### src/rtl/uart_pkg.sv
// Shared UART types: parity modes, receiver FSM states and a parity-check helper.
package uart_pkg;

    typedef enum logic [1:0] {
        PAR_NONE = 2'd0,
        PAR_ODD  = 2'd1,
        PAR_EVEN = 2'd2
    } parity_e;

    typedef enum logic [2:0] {
        ST_IDLE      = 3'd0,
        ST_START     = 3'd1,
        ST_DATA      = 3'd2,
        ST_PARITY    = 3'd3,
        ST_STOP      = 3'd4,
        ST_WAIT_HIGH = 3'd5
    } rx_state_e;

    localparam int unsigned MAX_DATA_BITS = 9;

    // Data must be zero-extended to MAX_DATA_BITS so unused bits do not disturb the XOR.
    function automatic logic parity_error(input logic [MAX_DATA_BITS-1:0] data,
                                          input logic                     par_bit,
                                          input parity_e                  mode);
        logic x;
        logic err;
        x = (^data) ^ par_bit;
        case (mode)
            PAR_ODD:  err = ~x;
            PAR_EVEN: err = x;
            default:  err = 1'b0;
        endcase
        return err;
    endfunction

endpackage

### src/rtl/uart_sync.sv
// Two-flop synchronizer for an asynchronous single-bit input with a configurable reset level.
module uart_sync #(
    parameter logic RESET_VAL = 1'b1
) (
    input  logic clk_i,
    input  logic rst_ni,
    input  logic d_i,
    output logic q_o
);

    logic [1:0] sync_q;

    // Shift the raw input through two flops.
    always_ff @(posedge clk_i or negedge rst_ni) begin
        if (!rst_ni) begin
            sync_q <= {2{RESET_VAL}};
        end else begin
            sync_q <= {sync_q[0], d_i};
        end
    end

    assign q_o = sync_q[1];

endmodule

### src/rtl/uart_rx_cfg.sv
// Configurable UART receiver: selectable data width, parity and stop bits, with a
// one-entry ready/valid holding register that reports overrun when a frame is dropped.
module uart_rx_cfg
    import uart_pkg::*;
#(
    parameter int unsigned CLKS_PER_BIT = 87,
    parameter int unsigned DATA_BITS    = 8,
    parameter parity_e     PARITY       = PAR_NONE,
    parameter int unsigned STOP_BITS    = 1
) (
    input  logic                 i_Clock,
    input  logic                 i_Rst_L,
    input  logic                 i_Rx_Serial,
    input  logic                 i_Rx_Ready,
    output logic                 o_Rx_Valid,
    output logic [DATA_BITS-1:0] o_Rx_Data,
    output logic                 o_Parity_Err,
    output logic                 o_Frame_Err,
    output logic                 o_Overrun,
    output logic                 o_Busy
);

    localparam int unsigned CNT_W = (CLKS_PER_BIT > 1) ? $clog2(CLKS_PER_BIT) : 1;
    localparam logic [CNT_W-1:0] CNT_MID   = CNT_W'((CLKS_PER_BIT - 1) / 2);
    localparam logic [CNT_W-1:0] CNT_LAST  = CNT_W'(CLKS_PER_BIT - 1);
    localparam logic [3:0]       DATA_LAST = 4'(DATA_BITS - 1);
    localparam logic [3:0]       STOP_LAST = 4'(STOP_BITS - 1);

    if ((DATA_BITS < 5) || (DATA_BITS > 9)) begin : g_bad_data_bits
        $error("uart_rx_cfg: DATA_BITS must be 5..9");
    end
    if ((STOP_BITS < 1) || (STOP_BITS > 2)) begin : g_bad_stop_bits
        $error("uart_rx_cfg: STOP_BITS must be 1 or 2");
    end
    if (CLKS_PER_BIT < 4) begin : g_bad_clks
        $error("uart_rx_cfg: CLKS_PER_BIT must be at least 4");
    end

    logic                 rx_s;
    rx_state_e            state_q, state_d;
    logic [CNT_W-1:0]     cnt_q, cnt_d;
    logic [3:0]           bit_q, bit_d;
    logic [DATA_BITS-1:0] shift_q, shift_d;
    logic                 par_err_q, par_err_d;
    logic                 frame_err_q, frame_err_d;
    logic                 complete_s;

    logic                 valid_q, valid_d;
    logic [DATA_BITS-1:0] data_q, data_d;
    logic                 par_out_q, par_out_d;
    logic                 frm_out_q, frm_out_d;
    logic                 ovr_q, ovr_d;
    logic                 busy_q, busy_d;

    uart_sync #(
        .RESET_VAL(1'b1)
    ) u_sync (
        .clk_i (i_Clock),
        .rst_ni(i_Rst_L),
        .d_i   (i_Rx_Serial),
        .q_o   (rx_s)
    );

    // Frame FSM: state register plus baud/bit counters and accumulated frame status.
    always_ff @(posedge i_Clock or negedge i_Rst_L) begin
        if (!i_Rst_L) begin
            state_q     <= ST_IDLE;
            cnt_q       <= '0;
            bit_q       <= 4'd0;
            shift_q     <= '0;
            par_err_q   <= 1'b0;
            frame_err_q <= 1'b0;
        end else begin
            state_q     <= state_d;
            cnt_q       <= cnt_d;
            bit_q       <= bit_d;
            shift_q     <= shift_d;
            par_err_q   <= par_err_d;
            frame_err_q <= frame_err_d;
        end
    end

    // Frame FSM next-state: every phase samples at its counter terminal value.
    always_comb begin
        state_d     = state_q;
        cnt_d       = cnt_q;
        bit_d       = bit_q;
        shift_d     = shift_q;
        par_err_d   = par_err_q;
        frame_err_d = frame_err_q;
        complete_s  = 1'b0;
        case (state_q)
            ST_IDLE: begin
                cnt_d = '0;
                if (!rx_s) begin
                    state_d = ST_START;
                end else begin
                    state_d = ST_IDLE;
                end
            end
            ST_START: begin
                if (cnt_q == CNT_MID) begin
                    cnt_d = '0;
                    if (!rx_s) begin
                        state_d     = ST_DATA;
                        bit_d       = 4'd0;
                        par_err_d   = 1'b0;
                        frame_err_d = 1'b0;
                    end else begin
                        state_d = ST_IDLE;
                    end
                end else begin
                    cnt_d = cnt_q + 1'b1;
                end
            end
            ST_DATA: begin
                if (cnt_q == CNT_LAST) begin
                    cnt_d   = '0;
                    shift_d = {rx_s, shift_q[DATA_BITS-1:1]};
                    if (bit_q == DATA_LAST) begin
                        bit_d   = 4'd0;
                        state_d = (PARITY != PAR_NONE) ? ST_PARITY : ST_STOP;
                    end else begin
                        bit_d = bit_q + 4'd1;
                    end
                end else begin
                    cnt_d = cnt_q + 1'b1;
                end
            end
            ST_PARITY: begin
                if (cnt_q == CNT_LAST) begin
                    cnt_d     = '0;
                    par_err_d = parity_error(MAX_DATA_BITS'(shift_q), rx_s, PARITY);
                    state_d   = ST_STOP;
                end else begin
                    cnt_d = cnt_q + 1'b1;
                end
            end
            ST_STOP: begin
                if (cnt_q == CNT_LAST) begin
                    cnt_d       = '0;
                    frame_err_d = frame_err_q | ~rx_s;
                    if (bit_q == STOP_LAST) begin
                        bit_d      = 4'd0;
                        complete_s = 1'b1;
                        state_d    = rx_s ? ST_IDLE : ST_WAIT_HIGH;
                    end else begin
                        bit_d = bit_q + 4'd1;
                    end
                end else begin
                    cnt_d = cnt_q + 1'b1;
                end
            end
            ST_WAIT_HIGH: begin
                cnt_d = '0;
                if (rx_s) begin
                    state_d = ST_IDLE;
                end else begin
                    state_d = ST_WAIT_HIGH;
                end
            end
            default: begin
                state_d = ST_IDLE;
                cnt_d   = '0;
                bit_d   = 4'd0;
            end
        endcase
    end

    // Holding register: a completed frame loads only if the slot is free or being drained.
    always_comb begin
        valid_d   = valid_q;
        data_d    = data_q;
        par_out_d = par_out_q;
        frm_out_d = frm_out_q;
        ovr_d     = 1'b0;
        busy_d    = (state_d != ST_IDLE);
        if (complete_s) begin
            if (!valid_q || i_Rx_Ready) begin
                valid_d   = 1'b1;
                data_d    = shift_q;
                par_out_d = par_err_q;
                frm_out_d = frame_err_d;
            end else begin
                ovr_d = 1'b1;
            end
        end else if (valid_q && i_Rx_Ready) begin
            valid_d = 1'b0;
        end else begin
            valid_d = valid_q;
        end
    end

    // Output registers.
    always_ff @(posedge i_Clock or negedge i_Rst_L) begin
        if (!i_Rst_L) begin
            valid_q   <= 1'b0;
            data_q    <= '0;
            par_out_q <= 1'b0;
            frm_out_q <= 1'b0;
            ovr_q     <= 1'b0;
            busy_q    <= 1'b0;
        end else begin
            valid_q   <= valid_d;
            data_q    <= data_d;
            par_out_q <= par_out_d;
            frm_out_q <= frm_out_d;
            ovr_q     <= ovr_d;
            busy_q    <= busy_d;
        end
    end

    assign o_Rx_Valid   = valid_q;
    assign o_Rx_Data    = data_q;
    assign o_Parity_Err = par_out_q;
    assign o_Frame_Err  = frm_out_q;
    assign o_Overrun    = ovr_q;
    assign o_Busy       = busy_q;

endmodule

### config.mk
export PLATFORM = sky130hd
export DESIGN_NAME = uart_rx_cfg
export DESIGN_NICKNAME = d
export VERILOG_FILES = /design/src/rtl/uart_pkg.sv /design/src/rtl/uart_sync.sv /design/src/rtl/uart_rx_cfg.sv
export SDC_FILE = /design/constraint.sdc
export NUM_CORES = 1
export LEC_CHECK = 0
export ABC_AREA = 1
export CAP_MARGIN = 20
export CORE_MARGIN = 4
export CORE_UTILIZATION = 56
export CTS_CLUSTER_SIZE = 8
export DETAILED_ROUTE_END_ITERATION = 12
export GPL_TIMING_DRIVEN = 0
export PLACE_DENSITY = 0.87
export RECOVER_POWER = 50
export REMOVE_ABC_BUFFERS = 1
export SETUP_SLACK_MARGIN = 0.02
export SLEW_MARGIN = 20
export SYNTH_ARGS = -nofsm -noshare
export SYNTH_HDL_FRONTEND = slang
export SYNTH_SLANG_ARGS = --single-unit
### constraint.sdc
create_clock -name i_Clock -period 1.95 [get_ports i_Clock]
set_clock_uncertainty 0.2 [all_clocks]
set_input_delay 0.2925 -clock i_Clock [delete_from_list [all_inputs] [get_ports i_Clock]]
set_output_delay 0.2925 -clock i_Clock [all_outputs]
set_load 0.02 [all_outputs]
==> flow_summary.json <==
{
  "synth_area_sq_mm": 0.00180,
  "peakVddDrop_mv": 0.499,
  "grt_pass1_wl_microns": 5990,
  "core-area_sq_mm": 0.00308,
  "nets": 243,
  "cts_tree": "yes",
  "antenna_cells": 0,
  "io_buffer_count": 15,
  "finalMaxSlewViolations": 0,
  "ff2ff_path_depth": 10,
  "drive_gt1_share_pct": 18.2,
  "cp.arrival_ns": 1.90,
  "first_global_vias": 1402,
  "required_ns": 2.00,
  "cts_htree_levels": 2,
  "holdWs_ns": 0.160,
  "vias": 1439,
  "critical_path_class": "flip-flop to flip-flop",
  "fmax_mhz": 543,
  "cp_slowest_cell": "dfrtp_1",
  "preCtsSetupSlack_ns": 0.0312,
  "grt_max_degree": 22,
  "synth_seq_cells": 37,
  "maxSlewHeadroom_pct": 33.2,
  "ys_types": 30,
  "finalCritPeriodShare_pct": 94.5,
  "dieHeight_microns": 64.7,
  "dieArea_sq_mm": 0.00419,
  "p_leak_nw": 1.01,
  "drt-vias-per-instance": 5.14,
  "worstHoldPathType": "flip-flop to flip-flop",
  "wl_microns": 3400,
  "antenna_left": 0,
  "routabilityCongestion": 0.901,
  "num_rows": 20,
  "cts_root_buffer": "clkbuf_4",
  "yosysWarnings": 0,
  "synthCells": 209,
  "syn_avg_cell_area_sq_um": 8.62,
  "max_cap_viol_count": 0,
  "clockBufferDepth": 2,
  "numClockSinks": 37,
  "r2r_start": "bit_q[0]",
  "dp_hpwl_microns": 2390,
  "rr_endpoint": "o_Rx_Data[5]",
  "critPathLaunch": "bit_q[0]",
  "die_x_microns": 64.7,
  "drt-wirelength-per-cell_microns": 12.2,
  "finalSetupViolations": 0,
  "worst_pin_slew_ns": 1.00,
  "layout_setup_ws_ns": 0.108,
  "seq_area_frac_synth_pct": 51.5,
  "report.final.hold_viol_count": 0,
  "antenna_found_initial": 0,
  "drc": 0,
  "first_pass_iters": 5,
  "slowest_delay_ns": 0.42,
  "start_util_pct": 58.5,
  "path_clk_slew_ns": 0.11,
  "tns_ns": 0,
  "worstSetupEndpoint": "o_Rx_Data[5]",
  "clk_latency_ns": 0.35,
  "hold_start": "u_sync.sync_q[0]",
  "utilization_pct": 70.1,
  "outcome": "finished clean",
  "cts_inserted_buffers": 5,
  "r2r_slack_ns": 0.11,
  "cp-end-kind": "flip-flop",
  "worst-path-max-fanout": 4,
  "area_delta_synth_final_pct": 19.8,
  "crit_path_start_kind": "flip-flop",
  "io_pins": 17,
  "crit_chain": "inv_1, ha_1, nand2_1, nor2_4, inv_1, nor3_4, buf_4, nand2_2, nand2_1, o21ai_2",
  "drt_iter0_drc": 105,
  "grt_usage_pct": 18.7,
  "period_needed_ns": 1.84,
  "grt_overflow": 0,
  "pwr_density_cell_mw_per_mm2": 731
}
-- per-layer routing --
metal | track usage, % | part of all wire (%) | up-vias
li1 | - | - | 711
met1 | 23.1 | 45 | 679
met2 | 30.0 | 49 | 40
met3 | 6.41 | 4.5 | 9
met4 | 7.39 | 1.9 | 0
met5 | 0 | 0 | -
-- worst min-delay path by stage --
stage                                  end  slack (ns)  depth (start not counted)
final                     u_sync.sync_q[1]        0.16                          0
after floorplan                   bit_q[0]       -0.20                          0
after CTS                 u_sync.sync_q[0]        0.13                          1
after global placement    u_sync.sync_q[1]        0.15                          0
after detailed placement          cnt_q[2]        0.05                          1
after global routing      u_sync.sync_q[1]        0.17                          0
-- per-stage QoR --
step | std cells | instance area [sq um] | power, mW
after CTS | 276 | 2120 | 1.58
after detailed placement | 266 | 2010 | 1.02
after global routing | 280 | 2160 | 1.68
final | 280 | 2160 | 1.58
after floorplan | 206 | 1780 | 0.957
after global placement | 265 | 1980 | 1.00
-- placed cells by master, fill, tap and decap left out, drive strengths merged, types with 2 or more instances in the layout --
master / instances
nand2: 56
nand3: 15
clkdlybuf4s50: 13
nand4: 2
xor2: 3
clkbuf: 7
buf: 4
dfrtp: 35
dfstp: 2
dlygate4sd3: 2
ha: 4
nor3: 3
inv: 30
o21ai: 24
nor2: 27
-- cell usage after synthesis --
library cell | n | area [sq um]
nand2_1 | 50 | 188
dfrtp_1 | 35 | 876
inv_1 | 25 | 93.8
nor2_1 | 21 | 78.8
nand3_1 | 14 | 70.1
o21ai_1 | 13 | 65.1
o21ai_2 | 8 | 70.1
inv_2 | 5 | 18.8
nor2_2 | 5 | 31.3
ha_1 | 4 | 50.1
o21ai_0 | 3 | 15.0
xor2_1 | 3 | 26.3
dfstp_2 | 2 | 52.6
nand2_2 | 2 | 12.5
nand2_4 | 2 | 22.5
nand4_1 | 2 | 12.5
nor3_1 | 2 | 10.0
a21oi_1 | 1 | 5.00
buf_2 | 1 | 5.00
buf_4 | 1 | 7.51
buf_6 | 1 | 11.3
conb_1 | 1 | 3.75
nand3_2 | 1 | 10.0
nand3b_1 | 1 | 7.51
nor2_4 | 1 | 11.3
nor3_4 | 1 | 16.3
nor3b_1 | 1 | 7.51
o21a_1 | 1 | 7.51
o21bai_1 | 1 | 7.51
xnor2_1 | 1 | 8.76
-- worst max-delay path, delay by kind of cell (launching register included) --
kind / cells / cell delay [ns]
flip-flops: 1 / 0.42
AND/OR/NAND/NOR: 5 / 0.58
AO/OA/AOI/OAI: 1 / 0.05
buffers and inverters: 3 / 0.35
adder cells (fa/ha/maj): 1 / 0.15
-- state kept, by name, summed over array words and instances, names as in the netlist --
name and count:
o_Rx_Data 8, o_Overrun 1, bit_q 4, state_q 3
frame_err_q 1, shift_q 8, o_Busy 1, cnt_q 7
o_Frame_Err 1, u_sync.sync_q 2, o_Rx_Valid 1
-- kinds of logic after synthesis --
group                      Yosys count  share of synthesized area (%)
and+or+nand+nor                    103                           26.5
DFF                                 37                           51.5
buffers and inverters               33                           7.57
AOI/OAI and AO/OA                   27                           9.44
xor gates and xnor gates             4                           1.94
adders and majority gates            4                           2.78
other                                1                          0.208
-- cell type report --
cell class,count,area (sq um)
clock inverter,2,37.5
multi-input combinational,141,769
timing repair buffer,20,204
fill,230,920
sequential,37,928
inverter,30,113
tap,44,55.1
clock buffer,6,51.3
-- repair_timing --
action / 4_1_cts / 5_1_grt
cloned: 1 / 1
buffers inserted: 0 / 3
setup endpoints to repair: 3 / 22
gates resized for setup: 1 / 4
endpoints found under the hold margin: 37 / 0
pin swaps: 2 / 1
hold buffers: 1 / 0
-- where the power goes --
part           switching, mW  internal, mW
clock                  0.253         0.305
sequential            0.0291         0.795
combinational          0.125        0.0710
(Power assumes the default switching activity.)
